**src/rtl/sram_bist_ctrl.sv**
```systemverilog
// sram_bist_ctrl: March C- built-in self test controller for a gf180mcu x8 SRAM macro.
//
// Runs the six-element March C- sequence over all 2**ADDR_W words and reports the
// first mismatch. Every output, including the SRAM command bus, is registered.
//
// Ports
//   clk        rising-edge clock, shared with the SRAM macro CLK
//   rst        asynchronous active-high reset
//   start      single-cycle run request (ignored while busy)
//   busy       high while a test is running
//   done       high from test end until the next accepted start
//   pass       valid while done; 1 = no mismatch
//   fail_addr  address of the first mismatch
//   fail_elem  march element (0-5) of the first mismatch
//   fail_data  sram_q XOR expected at the first mismatch
//   sram_cen   macro CEN (active low)
//   sram_gwen  macro GWEN (active-low global write)
//   sram_wen   macro WEN (active-low bit write enables)
//   sram_a     macro address
//   sram_d     macro write data
//   sram_q     macro read data
module sram_bist_ctrl #(
    parameter int unsigned ADDR_W = 10
) (
    input  logic              clk,
    input  logic              rst,
    input  logic              start,
    output logic              busy,
    output logic              done,
    output logic              pass,
    output logic [ADDR_W-1:0] fail_addr,
    output logic [2:0]        fail_elem,
    output logic [7:0]        fail_data,
    output logic              sram_cen,
    output logic              sram_gwen,
    output logic [7:0]        sram_wen,
    output logic [ADDR_W-1:0] sram_a,
    output logic [7:0]        sram_d,
    input  logic [7:0]        sram_q
);

    localparam logic [ADDR_W-1:0] ADDR_LAST = '1;

    // StRw presents a write while comparing the previous read; StRc compares only.
    typedef enum logic [2:0] {StIdle, StWr, StRd, StRw, StRc, StDone} state_e;

    state_e            state_q;
    logic [2:0]        elem_q;
    logic [ADDR_W-1:0] addr_q;
    logic              fail_seen_q;

    // Elements 3..5 walk the address space downwards.
    function automatic logic elem_down(input logic [2:0] e);
        return e >= 3'd3;
    endfunction

    // r1 in M2/M4, r0 elsewhere.
    function automatic logic [7:0] read_exp(input logic [2:0] e);
        return (e == 3'd2 || e == 3'd4) ? 8'hFF : 8'h00;
    endfunction

    // w1 in M1/M3, w0 elsewhere.
    function automatic logic [7:0] write_data(input logic [2:0] e);
        return (e == 3'd1 || e == 3'd3) ? 8'hFF : 8'h00;
    endfunction

    logic              addr_is_last;
    logic [ADDR_W-1:0] addr_step;
    logic [2:0]        elem_next;
    logic [ADDR_W-1:0] addr_reload;
    logic [7:0]        exp_data;
    logic              mismatch;

    always_comb begin
        addr_is_last = elem_down(elem_q) ? (addr_q == '0) : (addr_q == ADDR_LAST);
        addr_step    = elem_down(elem_q) ? addr_q - 1'b1 : addr_q + 1'b1;
        elem_next    = elem_q + 3'd1;
        addr_reload  = elem_down(elem_next) ? ADDR_LAST : '0;
        exp_data     = read_exp(elem_q);
        mismatch     = (sram_q != exp_data);
    end

    always_ff @(posedge clk or posedge rst) begin
        if (rst) begin
            state_q     <= StIdle;
            elem_q      <= 3'd0;
            addr_q      <= '0;
            fail_seen_q <= 1'b0;
            busy        <= 1'b0;
            done        <= 1'b0;
            pass        <= 1'b0;
            fail_addr   <= '0;
            fail_elem   <= 3'd0;
            fail_data   <= 8'h00;
            sram_cen    <= 1'b1;
            sram_gwen   <= 1'b1;
            sram_wen    <= 8'hFF;
            sram_a      <= '0;
            sram_d      <= 8'h00;
        end else begin
            // Idle command unless a state below issues an access.
            sram_cen  <= 1'b1;
            sram_gwen <= 1'b1;
            sram_wen  <= 8'hFF;
            sram_a    <= '0;
            sram_d    <= 8'h00;

            unique case (state_q)
                StIdle, StDone: begin
                    if (state_q == StDone && busy) begin
                        // One settling cycle after the last compare before publishing.
                        busy <= 1'b0;
                        done <= 1'b1;
                        pass <= ~fail_seen_q;
                    end else if (start) begin
                        busy        <= 1'b1;
                        done        <= 1'b0;
                        pass        <= 1'b0;
                        fail_addr   <= '0;
                        fail_elem   <= 3'd0;
                        fail_data   <= 8'h00;
                        fail_seen_q <= 1'b0;
                        elem_q      <= 3'd0;
                        addr_q      <= '0;
                        state_q     <= StWr;
                        sram_cen    <= 1'b0;
                        sram_gwen   <= 1'b0;
                        sram_wen    <= 8'h00;
                        sram_a      <= '0;
                        sram_d      <= 8'h00;
                    end
                end

                StWr: begin
                    if (addr_q == ADDR_LAST) begin
                        elem_q    <= 3'd1;
                        addr_q    <= '0;
                        state_q   <= StRd;
                        sram_cen  <= 1'b0;
                        sram_a    <= '0;
                    end else begin
                        addr_q    <= addr_q + 1'b1;
                        sram_cen  <= 1'b0;
                        sram_gwen <= 1'b0;
                        sram_wen  <= 8'h00;
                        sram_a    <= addr_q + 1'b1;
                        sram_d    <= 8'h00;
                    end
                end

                StRd: begin
                    if (elem_q == 3'd5) begin
                        state_q <= StRc;
                    end else begin
                        state_q   <= StRw;
                        sram_cen  <= 1'b0;
                        sram_gwen <= 1'b0;
                        sram_wen  <= 8'h00;
                        sram_a    <= addr_q;
                        sram_d    <= write_data(elem_q);
                    end
                end

                StRw, StRc: begin
                    if (mismatch) begin
                        fail_addr   <= addr_q;
                        fail_elem   <= elem_q;
                        fail_data   <= sram_q ^ exp_data;
                        fail_seen_q <= 1'b1;
                        pass        <= 1'b0;
                        state_q     <= StDone;
                    end else if (addr_is_last) begin
                        if (state_q == StRc) begin
                            state_q <= StDone;
                        end else begin
                            elem_q   <= elem_next;
                            addr_q   <= addr_reload;
                            state_q  <= StRd;
                            sram_cen <= 1'b0;
                            sram_a   <= addr_reload;
                        end
                    end else begin
                        addr_q   <= addr_step;
                        state_q  <= StRd;
                        sram_cen <= 1'b0;
                        sram_a   <= addr_step;
                    end
                end

                default: state_q <= StIdle;
            endcase
        end
    end

endmodule
```
**config.mk**
```make
export PLATFORM = sky130hd
export DESIGN_NAME = sram_bist_ctrl
export DESIGN_NICKNAME = d
export VERILOG_FILES = /design/src/rtl/sram_bist_ctrl.sv
export SDC_FILE = /design/constraint.sdc
export NUM_CORES = 1
export LEC_CHECK = 0
export ABC_AREA = 1
export CORE_MARGIN = 1
export CORE_UTILIZATION = 32
export DETAILED_ROUTE_END_ITERATION = 16
export PLACE_DENSITY_LB_ADDON = 0.1
export SLEW_MARGIN = 10
export SYNTH_ARGS = -nofsm -noshare
export SYNTH_HDL_FRONTEND = slang
export SYNTH_SLANG_ARGS = --single-unit
```
**constraint.sdc**
```tcl
create_clock -name clk -period 2.13 [get_ports clk]
set_clock_uncertainty 0.05 [all_clocks]
set_input_delay 0.3195 -clock clk [delete_from_list [all_inputs] [get_ports clk]]
set_output_delay 0.3195 -clock clk [all_outputs]
set_load 0.02 [all_outputs]
```
==> results of run 1 <==
registers in the layout, indices dropped and copies added, names as in the netlist, 3 cells and up:
name and count:
addr_q 10, elem_q 3, fail_addr 10, fail_data 8, fail_elem 3, sram_a 10
state_q 3
where the power goes:
part | total, W | switching, W | leakage (nW) | internal (W)
logic | 0.00315 | 0.00184 | 1.81 | 0.00132
clock network | 0.000622 | 0.000352 | 0.0489 | 0.000270
registers | 0.00141 | 0.000170 | 0.724 | 0.00123
total | 0.00518 | 0.00236 | 2.58 | 0.00282
area by class of cell:
type                            count  area, µm²  area share [%]
Clock buffer                        7       86.3            1.76
Timing Repair Buffer              117       1090            22.3
Inverter                           49        198            4.03
Tap cell                          136        170            3.46
Sequential cell                    54       1360            27.6
Multi-Input combinational cell    384       1990            40.5
Clock inverter                      1       8.76           0.178
Timing Repair inverter              1       7.51           0.153
cells by family (layout without fill, tap and decap cells):
logic type      count (synthesis)  in the layout  synth area share, %
compound gates                 21             21                 3.17
simple gates                  353            354                 43.9
buf+inv                        82            175                 11.4
flops                          54             54                 38.6
xor+xnor                        2              2                0.499
fa+ha+maj                       7              7                 2.49
path summary, 6_finish.rpt:
kind	start	to	slack, ns	depth (start not counted)
hold / removal	rst	pass	0.34	3
setup / recovery	elem_q[1]	sram_a[6]	-0.01	11
setup reg to reg	elem_q[1]	sram_a[6]	-0.01	11
max in group asynchronous	rst	elem_q[1]	1.38	3
min in group clk	fail_data[5]	fail_data[5]	0.43	2
hold reg to reg	fail_data[5]	fail_data[5]	0.43	2
timing repair:
item,CTS,global route
gates cloned,0,2
pin swaps,0,22
buffers inserted,1,12
gates resized for setup,2,70
endpoints found under the setup margin,32,49
hold buffers,0,0
worst register-to-register path: cells and delay by family, from the launching register on:
family / cells / cell delay [ns]
AO/OA/AOI/OAI: 1 / 0.25
buffers and inverters: 2 / 0.25
flip-flops: 1 / 0.46
adder cells (fa/ha/maj): 2 / 0.50
AND/OR/NAND/NOR: 6 / 0.53
per-layer routing:
layer | vias up | GRT usage (%) | wire (µm)
met5 | - | 0 | 0
met4 | 0 | 3.72 | 103
met3 | 8 | 3.10 | 516
met2 | 102 | 27.8 | 4740
met1 | 1645 | 24.3 | 4680
li1 | 1791 | - | -
stage by stage:
| step | worst slack [ns] | hold WS, ns | util, % | instances |
|---|---|---|---|---|
| 4_1_cts | 0.0274 | 0.354 | 43.5 | 735 |
| 3_3_place_gp | 0.0362 | 0.403 | 42.3 | 726 |
| 2_1_floorplan | 0.188 | 0.384 | - | 519 |
| 6_report | -0.0132 | 0.337 | 46.9 | 749 |
| 3_5_place_dp | -0.0537 | 0.408 | 42.3 | 726 |
| 5_1_grt | -0.109 | 0.384 | 46.9 | 749 |
cell usage in the layout, fill, tap and decap left out, drive strengths merged:
master / count
a211oi: 1
a21oi: 6
buf: 55
clkbuf: 7
clkdlybuf4s50: 62
clkinv: 1
clkinvlp: 2
dfrtp: 52
dfstp: 2
ha: 7
inv: 48
nand2: 246
nand3: 63
nand3b: 1
nand4: 6
nor2: 30
nor3: 4
nor4: 1
o21ai: 14
or2: 3
xnor2: 1
xor2: 1
==> summary.txt, run 1 <==
Synth
  • Yosys cell types: 33
  • Dominant synthesized flop cell: dfrtp_1
  • Most common cell in the netlist: nand2_1
  • Yosys reg bits: 54
  • Syn Area/Cell: 6.76 µm²
  • Most frequent cells after synthesis: nand2_1, nand3_1, dfrtp_1, inv_1, nor2_1
  • Post-synthesis cell count: 519
  • Synth warnings: 0
  • Largest area contributor in the netlist: dfrtp_1
  • Async SR Flop Fraction: 100%
  • Post-synthesis sequential area ratio: 38.6%
  • Post-synth EDFFs: 0
  • Mapped Area: 0.00351 mm²
  • Synth top area share: 37.1%
  • Syn Nets: 537
  • Top cells by area, synth: dfrtp_1, nand2_1, nand3_1

Pwr
  • VDD IR-drop max: 0.000642 V
  • Pwr dens: 1050 mW/mm²
  • Total Power: 0.00518 W
  • Leakage: 2.58 nW

Place
  • Port-buffer cells: 62
  • Post-DP HPWL: 7150 µm
  • Area after DPL: 0.00443 mm²
  • Final Wtd Congestion: 0.882

Route
  • Vias/cell: 4.73
  • DR iter-0 viols: 226
  • Routed wire per std cell: 13.4 µm
  • DRT Pass-1 Iters: 5
  • Vias: 3546
  • DRC Markers: 0
  • Antenna-violating nets left: 0
  • Routed WL: 10000 µm

GRT
  • Antenna violations before repair: 0
  • First-pass GRT wire length: 15800 µm
  • Gr ovfl total: 0
  • Largest net degree at the start of global routing: 29
  • GRT Overall Usage: 17.3%
  • Vias in the first global route: 3287

Setup path
  • CP max-delay cell: dfrtp_2
  • Buf+Inv Stages, Crit Path: 2
  • Crit path max fanout: 6
  • Arr. time, crit path: 2.31 ns
  • Crit-path cells: ha_2 -> ha_2 -> inv_1 -> a211oi_4 -> nand3_4 -> nand2_4 -> clkinvlp_4 -> nand2_1 -> nand2_2 -> nand2_4 -> nand2_1
  • Data required, critical path: 2.29 ns
  • Worst Setup Path Type: reg -> reg
  • Startpoint types: flip-flop
  • Setup crit end kind: flip-flop
  • Slowest Stage Delay on Critical Path: 0.46 ns
  • Largest delay share family, worst path: simple AND/OR/NAND/NOR gates

Outcome
  • Status: finished, violations left
  • Failing checks: negative setup slack

Job
  • Max-cap violations: 0

Cells and area
  • Final instance area: 0.00491 mm²
  • Filler cells: 1092
  • Antenna cells: 0
  • Share of cells above drive strength 1: 24.3%
  • Area growth syn-to-layout: 39.9%
  • Final #Nets: 630

Worst hold path
  • Tightest Hold Check Type: in -> async

Floorplanning
  • Initial core utilization: 33.6%
  • Die area: 0.0114 mm²
  • Placeable Area: 0.0105 mm²
  • Die Span Y: 107 µm
  • Die Wd: 107 µm
  • FP Rows: 37
  • Io pins: 63

Clocking
  • CTS clk-pin slew, worst paths: 0.10 ns
  • Num Clock Sinks: 54
  • Max clock buf depth: 2
  • CTS tree: built
  • Clock root buffer: clkbuf_8
  • H-tree levels: 2
  • Skew-Pair Late Insertion Delay: 0.31 ns
  • CTS Buf Count: 5

STA
  • Final Cycle Share: 101%
  • Fmax: 467 MHz
  • PnR worst setup slack: -0.0132 ns
  • Final Max Slew Viols: 0
  • Relative slew margins: 57.1%
  • Final TNS setup: -0.0225 ns
  • Worst slew pin tran: 0.638 ns
  • Final setup violation count: 2
  • RSZ-0062 raised after global routing: yes
  • Fin crit period: 2.14 ns
  • Final hold vios: 0
(Power assumes the default switching activity.)
==> run 2: changes to the inputs <==
CAP_MARGIN = 20   (was not set)
==> results of run 2 <==
Final layout, timing and power as in run 1 (identical DEF).
==> run 3: changes to the inputs <==
CORE_UTILIZATION = 53   (was 32)
CTS_CLUSTER_DIAMETER = 200   (was not set)
CTS_CLUSTER_SIZE = 14   (was not set)
==> run 3 against run 2 <==
Compared with the run above: the flow still finishes with violations (negative setup slack); via count up 2.0%; largest power group unchanged; critical path type unchanged; first-iteration DRC count up 40%; register-to-register slack about the same; non-clock buffer count down 10.
==> summary.txt, run 3 (synthesis gave the netlist of run 1 again) <==
STA
  • Fin crit period: 2.14 ns (-0.00239 ns)
  • Final TNS setup: -0.0196 ns (+0.00284 ns)
  • Final Cycle Share: 101% (-0.11 points)
  • Final Max Slew Viols: 0 (unchanged)
  • PnR worst setup slack: -0.0108 ns (+0.00239 ns)
  • Worst slew pin tran: 0.500 ns (-0.138 ns)
  • Fmax: 467 MHz (+0.11%)
  • Final setup violation count: 2 (unchanged)
  • Relative slew margins: 66.7% (+9.6 points)
  • Final hold vios: 0 (unchanged)
  • RSZ-0062 raised after global routing: yes

Clocking
  • CTS clk-pin slew, worst paths: 0.10 ns (about the same)
  • H-tree levels: 2 (unchanged)
  • CTS Buf Count: 5 (unchanged)
  • Hold-fix buffers at CTS: 0 (unchanged)
  • Num Clock Sinks: 54 (unchanged)
  • Skew-Pair Late Insertion Delay: 0.32 ns (about the same)
  • Max clock buf depth: 2 (unchanged)
  • CTS tree: built
  • Clock root buffer: clkbuf_8

Setup path
  • CP max-delay cell: dfrtp_2
  • Buf+Inv Stages, Crit Path: 2 (unchanged)
  • Startpoint types: flip-flop
  • Crit path launch: elem_q[1]
  • Critical path endpoint: addr_q[6]
  • Cell count along the critical path: 11 (unchanged)
  • Worst reg2reg setup slack: -0.01 ns (about the same)
  • Worst Setup Path Type: reg -> reg
  • Data required, critical path: 2.29 ns (about the same)
  • Crit path max fanout: 6 (unchanged)
  • Setup crit end kind: flip-flop
  • CP most frequent cell: nand2_2
  • Reg2Reg Depth: 11 (unchanged)
  • Largest delay share family, worst path: simple AND/OR/NAND/NOR gates
  • Slowest Stage Delay on Critical Path: 0.47 ns (about the same)
  • Crit-path cells: ha_4 -> ha_1 -> inv_2 -> a211oi_4 -> nand3_4 -> nand2_4 -> clkinvlp_4 -> nand2_2 -> nand2_2 -> nand2_2 -> nand2_2
  • Reg-to-Reg Start: elem_q[1]
  • Worst R2R End: addr_q[6]
  • Arr. time, crit path: 2.30 ns (about the same)

Cells and area
  • Most frequent cells in the layout: nand2_1, clkdlybuf4s50_1, nand3_1
  • Filler cells: 509 (-53%)
  • Commonest non-fill, non-tap cell in the layout: nand2_1
  • FF+latch area: 0.00136 mm² (about the same)
  • Final instance area: 0.00470 mm² (-4.4%)
  • Multi-input logic area: 0.00195 mm² (-1.8%)
  • Area growth syn-to-layout: 33.8%
  • Leading registers by flop count: addr_q: 10 flops, fail_addr: 10 flops, sram_a: 10 flops
  • Antenna cells: 0 (unchanged)
  • Share of cells above drive strength 1: 21.7% (-2.6 points)
  • Final #Nets: 620 (-1.6%)

Pwr
  • Leakage: 2.50 nW (-3.2%)
  • Pwr dens: 1060 mW/mm² (+0.14%)
  • VDD IR-drop max: 0.00107 V (+66%)

Floorplanning
  • Die area: 0.00695 mm² (-39%)
  • FP Rows: 29 (-22%)
  • Io pins: 63 (unchanged)
  • Placeable Area: 0.00639 mm² (-39%)
  • Initial core utilization: 55.0% (+21 points)
  • Die Span Y: 83.4 µm (-22%)
  • Die Wd: 83.4 µm (-22%)

Place
  • Port-buffer cells: 62 (unchanged)
  • Area after DPL: 0.00432 mm² (-2.4%)
  • Post-DP HPWL: 6610 µm (-7.6%)
  • Final Wtd Congestion: 0.928 (+5.2%)
  • Worst slack, placed: -0.0487 ns (+0.00494 ns)

Outcome
  • Status: finished, violations left
  • Failing checks: negative setup slack

Route
  • DR iter-0 viols: 316 (+40%)
  • Vias: 3617 (+2.0%)
  • Detail Route met2 WL: 4650 µm (-1.9%)
  • M1 wire length: 3980 µm (-15%)
  • DRT Pass-1 Iters: 6 (+1)
  • Routed wire per std cell: 14.1 µm (+5.0%)
  • DRC Markers: 0 (unchanged)
  • Vias/cell: 5.32 (+12%)
  • Top Metal Used: met4
  • Met3 wire length: 736 µm (+43%)
  • Antenna-violating nets left: 0 (unchanged)
  • Routed WL: 9570 µm (-4.7%)

GRT
  • Antenna violations before repair: 0 (unchanged)
  • Gr ovfl total: 0 (unchanged)
  • GRT Overall Usage: 25.8% (+8.5 points)
  • First-pass GRT wire length: 14600 µm (-7.6%)
  • Largest net degree at the start of global routing: 29 (unchanged)
  • Vias in the first global route: 3286 (-0.030%)

Worst hold path
  • Tightest Hold Check Type: in -> async

Job
  • Max-cap violations: 0 (unchanged)
[run 3: what timing repair did]
action                                  in CTS  in global routing
gates resized for setup                      2                 57
buffers inserted                             1                  8
endpoints found under the setup margin      34                 48
pin swaps                                    0                  7
cloned                                       0                  2
[run 3: metrics by stage]
stage | hold WS, ns | util (%) | total power (W) | cells
4_1_cts | 0.285 | 69.4 | 0.00465 | 670
5_1_grt | 0.323 | 73.6 | 0.00524 | 680
3_5_place_dp | 0.408 | 67.7 | 0.00401 | 661
3_3_place_gp | 0.404 | 67.7 | 0.00396 | 661
6_report | 0.268 | 73.6 | 0.00496 | 680
2_1_floorplan | 0.384 | - | 0.00311 | 519
[run 3: per-layer routing]
metal,vias to the layer above,track usage [%]
met1,1651,34.6
met5,-,0
li1,1768,-
met2,171,42.8
met4,0,8.46
met3,27,3.88
[run 3: power by group]
part           internal [W]  switching, W
clock              0.000234      0.000348
sequential          0.00124      0.000176
combinational       0.00120       0.00176
total               0.00268       0.00228
[run 3: final cells by class]
class	count	area share (%)
repair inverters	1	0.160
flip-flops and latches	54	28.9
well taps	77	2.05
clock buffers	7	1.62
inverters	49	4.16
multi-input cells	384	41.6
repair buffers	107	21.4
clock inverters	1	0.160
[run 3: how the worst min path moves through the flow]
stage | depth (start not counted) | start | slack (ns) | end
after detailed placement | 2 | fail_elem[2] | 0.41 | fail_elem[2]
after CTS | 2 | rst | 0.29 | done
after global placement | 2 | fail_data[2] | 0.40 | fail_data[2]
after floorplan | 2 | fail_seen_q | 0.38 | fail_seen_q
after global routing | 2 | rst | 0.32 | done
final | 2 | rst | 0.27 | done
==> patch (settings of run 1) <==
Encoding of `state_e`: now Gray code (3 bits for 6 states).
--- a/src/rtl/sram_bist_ctrl.sv
+++ b/src/rtl/sram_bist_ctrl.sv
@@ -44,3 +44,3 @@
     // StRw presents a write while comparing the previous read; StRc compares only.
-    typedef enum logic [2:0] {StIdle, StWr, StRd, StRw, StRc, StDone} state_e;
+    typedef enum logic [2:0] {StIdle = 3'b000, StWr = 3'b001, StRd = 3'b011, StRw = 3'b010, StRc = 3'b110, StDone = 3'b111} state_e;
 
Formal check against the unedited RTL: no difference found for any inputs over 10 cycles, from zero or initial values and one cycle with rst high; not proved beyond that.
==> patch against run 1 <==
Final area down 7.4%. Utilization is 2.9 points lower. Sequential cell count is the same. Total power down 6.7%. Synthesized cell count shrank 4.8%. Largest power group unchanged. Setup slack better by 0.084 ns. Die area is 2.8% lower. Combinational power is 14% lower. Wire length shrank 7.4%. Area after synthesis shrank 2.9%.
==> patch: results (changes against run 1) <==
<table>
<tr><th>Metric</th><th>Value</th></tr>
<tr><th colspan="2">Worst setup path</th></tr>
<tr><td>Data arrival time of the critical path</td><td>2.22 ns (-0.09 ns)</td></tr>
<tr><td>Slowest Stage Delay on Critical Path</td><td>0.43 ns (-0.03 ns)</td></tr>
<tr><td>Maximum fanout along the worst path</td><td>8 (+2)</td></tr>
<tr><th colspan="2">Place</th></tr>
<tr><td>Total placed instance area</td><td>0.004228 mm2 (-4.5%)</td></tr>
<tr><td>Setup slack after placement</td><td>-0.03118 ns (+0.02249 ns)</td></tr>
<tr><td>Estimated wirelength of the detail-placed design</td><td>6.705 mm (-6.3%)</td></tr>
<tr><td>Routability congestion estimate from global placement</td><td>0.9182 (+4.1%)</td></tr>
<tr><th colspan="2">Detailed routing</th></tr>
<tr><td>Top layer reached by signal wires</td><td>met4</td></tr>
<tr><td>DR WL met3</td><td>416 um (-19%)</td></tr>
<tr><td>Number of design-rule violations left by the first detailed-router iteration</td><td>164 (-27%)</td></tr>
<tr><td>Sum of routed wire length over all layers</td><td>9.292 mm (-7.4%)</td></tr>
<tr><td>Wl on met1</td><td>4.564 mm (-2.4%)</td></tr>
<tr><td>DR vias</td><td>3256 (-8.2%)</td></tr>
<tr><td>Detailed-routed wire length on met2</td><td>4.249 mm (-10%)</td></tr>
<tr><th colspan="2">Global routing</th></tr>
<tr><td>Total routing usage reported by global routing</td><td>17.21% (-0.14 points)</td></tr>
<tr><td>Vias in the first global route</td><td>3013 (-8.3%)</td></tr>
<tr><td>Maximum number of pins on one net before global-route repair</td><td>55 (+90%)</td></tr>
<tr><th colspan="2">Final layout</th></tr>
<tr><td>Filler cells</td><td>1063 (-2.7%)</td></tr>
<tr><td>Net count of the finished layout</td><td>591 (-6.2%)</td></tr>
<tr><td>Layout cell share with drive strength beyond 1</td><td>17.77% (-6.5 points)</td></tr>
<tr><th colspan="2">Synthesis</th></tr>
<tr><td>Net count after synthesis</td><td>512 (-4.7%)</td></tr>
<tr><td>Post-synth top cells</td><td>sky130_fd_sc_hd__nand2_1 (218), sky130_fd_sc_hd__nand3_1 (53), sky130_fd_sc_hd__dfrtp_1 (52)</td></tr>
<tr><td>Main area contributors after synthesis</td><td>sky130_fd_sc_hd__dfrtp_1 (38%), sky130_fd_sc_hd__nand2_1 (24%), sky130_fd_sc_hd__nand3_1 (7.8%)</td></tr>
<tr><td>Netlist cell types</td><td>30 (-9.1%)</td></tr>
<tr><th colspan="2">STA</th></tr>
<tr><td>Slew at the pin closest to its max-slew limit</td><td>0.4451 ns (-0.1930 ns)</td></tr>
<tr><th colspan="2">Power and ir drop</th></tr>
<tr><td>Peak ir drop on the vdd network</td><td>0.7772 mV (+21%)</td></tr>
<tr><td>Design internal power</td><td>0.002665 W (-5.5%)</td></tr>
<tr><th colspan="2">Outcome</th></tr>
<tr><td>Outcome</td><td>completed</td></tr>
</table>
-- patch: cell types whose count changed in the layout (fill, tap and decap cells not counted), moves of 5 or more --
cell,before,now
sky130_fd_sc_hd__buf_4,49,34
sky130_fd_sc_hd__nand2_2,35,21
sky130_fd_sc_hd__nand3_1,60,52
sky130_fd_sc_hd__o211ai_1,0,7
sky130_fd_sc_hd__nand2_1,198,203
sky130_fd_sc_hd__nand2_4,10,5
-- patch: repair_timing --
action / CTS / global route
setup buffers: 3 / 6
setup endpoints to repair: 17 / 45
gates resized for setup: 1 / 39
pin swaps: 1 / 8
-- patch: through the flow --
stage	std cells	utilization [%]
after floorplan	494	-
after global placement	693	40.95
after detailed placement	693	40.95
after CTS	704	42.41
after global routing	710	44.06
final	710	44.06
-- patch: worst paths after layout --
check                              from      endpoint  slack, ns  cells after the start
setup / recovery              elem_q[0]     sram_a[4]       0.07                     14
max in group asynchronous           rst      sram_cen       1.41                      3
hold reg to reg            fail_elem[0]  fail_elem[0]       0.43                      2
min in group clk           fail_elem[0]  fail_elem[0]       0.43                      2
hold / removal                      rst  fail_data[0]       0.33                      3
setup reg to reg              elem_q[0]     sram_a[4]       0.07                     14
-- patch: power by group through the flow --
stage,Sequential (W),Clock (W),Combinational [W]
after detailed placement,0.00144,0,0.00258
after global routing,0.00145,0.000782,0.00299
final,0.00142,0.000708,0.00270
after CTS,0.00142,0.000745,0.00259
after global placement,0.00143,0,0.00259
after floorplan,0.00158,0,0.00160
-- patch: final cells by class --
type                       count  share of cell area (%)
timing repair buffer         101                   20.88
inverter                      49                   4.209
sequential                    54                   29.79
clock buffer                   6                   1.596
tap                          136                   3.741
multi-input combinational    362                   38.95
clock inverter                 2                  0.8253
-- patch: worst max-delay path: cells and delay by family (launching register included) --
| kind | cells | cell delay, ns |
|---|---|---|
| flip-flops | 1 | 0.43 |
| AO/OA/AOI/OAI | 1 | 0.11 |
| adder cells (fa/ha/maj) | 1 | 0.15 |
| buffers and inverters | 3 | 0.38 |
| AND/OR/NAND/NOR | 9 | 0.83 |
-- patch: logic make-up (layout without fill, tap and decap cells) --
kind of cell	count (synthesis)	after routing	synth area share [%]
buf+inv	78	158	11.59
fa+ha+maj	7	7	2.568
flops	54	54	39.69
simple gates	327	327	41.12
compound gates	25	25	4.255
xor+xnor	3	3	0.7705
-- patch: routing by layer --
metal,global-route usage (%),up-vias
li1,-,1683
met1,24.35,1493
met2,27.82,75
met3,2.907,5
met4,3.018,0
met5,0,-
